--- src/rtl/timing.sv ---
// timing: round countdown timer with per-round end pulse and auto-restart
module timing #(
  parameter int TICKS_PER_SEC = 50000000
) (
  input  logic       clk,
  input  logic       rst_n,
  input  logic       gameState,
  input  logic [3:0] roundTime,
  output logic       cout,
  output logic [3:0] secs_left
);
  localparam int PW = $clog2(TICKS_PER_SEC);
  localparam logic [PW-1:0] LAST = PW'(TICKS_PER_SEC - 1);

  logic [PW-1:0] prescaler;
  logic [3:0]    round_len;
  logic          running;
  logic          tick;

  assign tick = prescaler == LAST;

  // idle clears, start latches roundTime, running counts seconds and reloads at round end
  always_ff @(posedge clk or negedge rst_n) begin
    if (!rst_n) begin
      prescaler <= '0;
      secs_left <= '0;
      round_len <= '0;
      running   <= 1'b0;
      cout      <= 1'b0;
    end else if (!gameState) begin
      prescaler <= '0;
      secs_left <= '0;
      running   <= 1'b0;
      cout      <= 1'b0;
    end else if (!running) begin
      round_len <= roundTime;
      secs_left <= roundTime;
      prescaler <= '0;
      running   <= roundTime != 4'd0;
      cout      <= 1'b0;
    end else begin
      prescaler <= tick ? '0 : prescaler + PW'(1);
      cout      <= tick && secs_left == 4'd1;
      if (tick && secs_left > 4'd1) begin
        secs_left <= secs_left - 4'd1;
      end else if (tick && secs_left == 4'd1) begin
        round_len <= roundTime;
        secs_left <= roundTime;
        running   <= roundTime != 4'd0;
      end
    end
  end

  // the countdown can never exceed the length the round was started with
  always_comb begin
    if (rst_n) assert (secs_left <= round_len);
  end
endmodule

--- config.mk ---
export PLATFORM = sky130hd
export DESIGN_NAME = timing
export DESIGN_NICKNAME = d
export VERILOG_FILES = /design/src/rtl/timing.sv
export SDC_FILE = /design/constraint.sdc
export NUM_CORES = 1
export LEC_CHECK = 0
export ABC_AREA = 1
export CORE_MARGIN = 5
export CORE_UTILIZATION = 50
export DETAILED_ROUTE_END_ITERATION = 8
export GPL_TIMING_DRIVEN = 1
export HOLD_SLACK_MARGIN = 0.12
export PLACE_DENSITY = 0.76
export SETUP_SLACK_MARGIN = 0.15
export SYNTH_ARGS = -nofsm -noshare
export SYNTH_HDL_FRONTEND = slang
export SYNTH_SLANG_ARGS = --single-unit
--- constraint.sdc ---
create_clock -name clk -period 1.85 [get_ports clk]
set_input_delay 0.555 -clock clk [delete_from_list [all_inputs] [get_ports clk]]
set_output_delay 0.555 -clock clk [all_outputs]
set_load 0.005 [all_outputs]
### After elaboration in Yosys (flattened, before gate mapping)

Cells that the tools add are included.

| storage, ports and cells | value |
|---|---|
| flip-flop bits (word level) | 32 |
| latch bits | 0 |
| bits in writable memories | 0 |
| bits in read-only memories | 0 |
| output and inout bits | 5 |
| logic and storage cells | 26 |
| memories | 0 |

| operators by class | value |
|---|---|
| $add $sub $neg | 2 |
| $mul | 0 |
| divide/modulo/power cells | 0 |
| magnitude comparators | 1 |
| equal/unequal tests | 3 |
| shift-type cells | 0 |
| multiplexer cells | 13 |
| bitwise operators | 0 |
| reductions and logical operators | 3 |

Operator list:

| cell | number |
|---|---|
| 2-to-1 mux 26 bit | 3 |
| adder 26 x 1 -> 26 bit, second input constant | 1 |
| == test 26 bit, second input constant | 1 |
| 2-to-1 mux 4 bit | 4 |
| 2-to-1 mux 1 bit | 6 |
| == test 4 x 1 -> 1 bit, second input constant | 1 |
| greater-than comparator 4 x 1 -> 1 bit, second input constant | 1 |
| != test 4 x 2 -> 1 bit, second input constant | 1 |
| nonzero test 4 bit | 1 |
| subtractor 4 x 1 -> 4 bit, second input constant | 1 |
| logical AND 1 bit | 2 |

### Longest topological paths before layout

| depth | value |
|---|---|
| depth after elaboration | 6 |
| gate-level depth with buffers | 11 |
| mapped depth without buffers | 11 |

### Worst setup path after synthesis

OpenSTA, ideal clock, no wires.

| timing | value |
|---|---|
| path type | reg2reg |
| start point | register secs_left[0] |
| end point | register secs_left[0] |
| setup time | 0.066 ns |
| arrival | 1.427 ns |
| setup slack | 0.356 ns |
| cell stages (with the launch flop) | 10 |
| path buffers | 0 |
| period minus slack after synthesis | 1.494 ns |
| cells stage by stage | dfrtp_1 > inv_1 > ha_1 > o21ai_1 > nand3_1 > nand3_1 > nand2_1 > clkinv_1 > nand2_1 > nand2_1 |

| between the ends | value |
|---|---|
| word-level cells in the longest chain between the ends | 5 |

Ends and longest elaborated chain:

| element | RTL line | source |
|---|---|---|
| start, declared | 10 | `output logic [3:0] secs_left` |
| start signal, assigned | 37 | `secs_left <= roundTime;` |
| start signal, assigned | 45 | `secs_left <= secs_left - 4'd1;` |
| start signal, assigned | 48 | `secs_left <= roundTime;` |
| greater-than comparator 4 x 1 -> 1 bit | 44 | `if (tick && secs_left > 4'd1) begin` |
| logical AND 1 bit | 44 |  |
| 2-to-1 mux 4 bit | 44 |  |
| 2-to-1 mux 4 bit | 35 | `end else if (!running) begin` |
| 2-to-1 mux 4 bit | 30 | `end else if (!gameState) begin` |

Several ways; a longest one is shown, not always the timed one.
A chain may end at the register's enable or synchronous reset.

### Worst setup path after layout

| timing | value |
|---|---|
| start point | register prescaler[0] |
| end point | register secs_left[1] |

| between the ends | value |
|---|---|
| word-level cells in the longest chain between the ends | 5 |

Ends and longest elaborated chain:

| element | RTL line | source |
|---|---|---|
| start, declared | 15 | `logic [PW-1:0] prescaler;` |
| start signal, assigned | 42 | `prescaler <= tick ? '0 : prescaler + PW'(1);` |
| == test 26 bit * | 20 | `assign tick = prescaler == LAST;` |
| logical AND 1 bit | 44 |  |
| 2-to-1 mux 4 bit | 44 |  |
| 2-to-1 mux 4 bit | 35 |  |
| 2-to-1 mux 4 bit | 30 |  |

Mark *: on every way between the ends. The rest lies on a longest branch, timed or not.

==> reports/qor.txt <==
Run status -> finished clean
Tightest Pin Transition -> 397 ps
DRC violations left -> 0
PwrDens -> 598 nW/um^2
Slowest stage delay, CP -> 400 ps
Fraction of registers with async set or reset after synthesis -> 1.00
Fmax -> 0.619 GHz
Post-synth cell types -> 31
Clock Latency Late Sink -> 290 ps
Clock skew -> 6.38 ps
Placed inst area -> 2170 sq um
Std cell rows -> 23
Vias -> 1806
Max FO, Critical Path -> 4
Synthesized area per cell -> 7.57 sq um
Number of global-route vias before repair -> 1634
Seq/Total Area, Yosys -> 0.402
Multi-input logic area -> 1080 sq um
Pin count of the biggest net entering global routing -> 33
Iteration-0 DRC Markers -> 116
Detailed Route WL -> 4210 um
Yosys Warn Count -> 0
#FFs+latches synth -> 32
Pleak -> 1.12 nW
Worst hold start -> prescaler[4]
EDFF count, synth -> 0
Worst slew margin -> 0.735
Post-DP HPWL -> 3050 um
Root Buffer -> clkbuf_8
Slew Viols, Final -> 0
Final hold violation count -> 0
Fill count -> 347
CP Launch Point -> prescaler[0]
Worst r2r src -> prescaler[0]
CP max stage cell -> dfrtp_1
Num CTS Buffers -> 5
Initial antenna violation count -> 0
Initial core utilization -> 0.505
CTS H-tree lvls -> 2
Share of layout cells above drive strength 1 -> 0.224
Hold_ws -> 531 ps
Final period util -> 0.873
Routability cong. -> 0.840
Final core utilization -> 0.612
WL/cell -> 12.2 um
Synth top area cells -> dfrtp_1, nand2_1, nor2_1
Max-Cap Viols -> 0
Post-route ant nets -> 0
Global route total overflow -> 0
Hold Crit Class -> reg2reg
Net Count, Synth -> 273
Critical Path Start Type -> flop
Port bufs -> 11
Worst setup path category -> reg2reg
Most frequent CP cell -> nand2_1
Final instance area -> 2410 sq um
Synth-to-layout area growth -> 21.0%
Cell breakdown of the critical path -> ha_4, nand3_4, nor2_4, nand3_2, nor2_4, nand3_2, nand2_1, nand2_1, nand2_1, nand2_1
Syn Inst Count -> 263
Storage element area -> 802 sq um
CTS tree -> built
Arr. time, crit path -> 1790 ps
DRT Pass-1 Iters -> 4
Synth Flop Type -> dfrtp_1
Unrepaired setup endpoints after global routing -> true
Setup TNS -> 0 ps
Core Footprint -> 3940 sq um
Nets -> 304
Inserted Diodes -> 0
DR vias/cell -> 5.23
Clock buffer depth -> 2
Gr usage total -> 0.178
Final setup violation count -> 0
CP endpoint kind -> flop
First-pass GRT wire length -> 7330 um
Post-synth top area share -> 0.402
IO Pins -> 12
Cell Area, Synth -> 1990 sq um
DIE HEIGHT -> 73.1 um
Clock sinks -> 32
Tot Pwr -> 1.44 mW
Die area -> 5350 sq um
Cell taking the most area after synthesis -> dfrtp_1
Peak VDD IR -> 499 uV
Minimum clock period after layout -> 1610 ps
CTS Hold Bufs -> 0
CP required -> 2030 ps
Die X -> 73.1 um
Clock slew at reported path FFs -> 60 ps
[cells in the final DEF, fill, tap and decap left out, types with 3 or more instances in the layout]
master	Yosys	final
inv_2	4	5
nand2_1	55	54
buf_4	1	17
dfrtp_1	32	31
nor2_4	5	7
nor2_1	37	35
a21oi_1	13	13
xor2_1	4	4
nor2_2	5	5
o21ai_0	6	5
nor4_1	3	3
dlymetal6s2s_1	0	4
nor3_1	7	7
inv_1	30	30
nand3_2	5	4
clkdlybuf4s50_1	0	6
nand4_1	9	9
o21ai_2	5	5
nand3_1	19	19
clkbuf_8	0	6
nand2_2	4	5
[flip-flops by register name, summed over array words and instances, names as in the netlist]
register,cells
prescaler,26
secs_left,4
cout,1
running,1
[power by group]
part | internal, mW | total (mW) | leakage, nW | switching [mW]
clock network | 0.296 | 0.546 | 0.0510 | 0.249
registers | 0.713 | 0.726 | 0.437 | 0.0128
logic | 0.0811 | 0.170 | 0.629 | 0.0890
total | 1.09 | 1.44 | 1.12 | 0.351
[through the flow]
stage,setup WS [ps],std cells
CTS,69.2,336
detailed placement,-30.1,325
global route,96.0,345
finish,235,345
global placement,26.7,325
floorplan,356,263
[kinds of logic after synthesis]
group / share of synthesized area
compound gates: 0.0842
xor+xnor: 0.0220
fa+ha+maj: 0.0188
buf+inv: 0.0804
flops: 0.402
simple gates: 0.393
[worst paths after layout]
| check | cells past startpoint | endpoint | slack (ps) |
|---|---|---|---|
| max | 10 | secs_left[1] | 240 |
| min | 1 | prescaler[4] | 530 |
| max reg2reg | 10 | secs_left[1] | 240 |
| min reg2reg | 1 | prescaler[4] | 530 |
| max in group asynchronous | 2 | secs_left[2] | 880 |
| min in group asynchronous | 2 | prescaler[9] | 660 |
[area by class of cell]
cell class	instances	share of cell area
Inverter	35	0.0545
Clock inverter	2	0.00415
Multi-Input combinational cell	192	0.446
Timing Repair Buffer	28	0.102
Sequential cell	32	0.333
Tap cell	50	0.0259
Clock buffer	6	0.0343
[synth_stat cells (2+ instances only)]
library cell	number
nor4_1	3
xor2_1	4
nor2_2	5
nand3_1	19
inv_1	30
nor3_1	7
nand2_1	55
nor3_2	2
buf_2	2
ha_1	3
nor2_1	37
nor3b_1	3
nor2_4	5
dfrtp_1	32
o21ai_2	5
nand2_2	4
o21ai_0	6
a21oi_1	13
inv_2	4
nand3_2	5
nand4_1	9
[per-layer routing]
metal | part of all wire | routed length, um | track usage | vias to the layer above
li1 | - | - | - | 918
met1 | 0.46 | 1940 | 0.230 | 840
met2 | 0.46 | 1940 | 0.281 | 39
met3 | 0.058 | 245 | 0.0482 | 9
met4 | 0.019 | 82 | 0.0738 | 0
met5 | 0 | 0 | 0 | -
[what timing repair did]
item / in CTS / in global routing
pin swaps: 0 / 4
gates cloned: 0 / 0
endpoints found under the hold margin: 0 / 0
resized for setup: 3 / 15
setup endpoints to repair: 7 / 34
setup buffers: 3 / 9
[critical path: cells and delay by family (launching register included)]
family / cells / cell delay [ps]
fa+ha+maj: 1 / 170
flops: 1 / 400
simple gates: 9 / 940
Power figures use the tool's default switching activity.
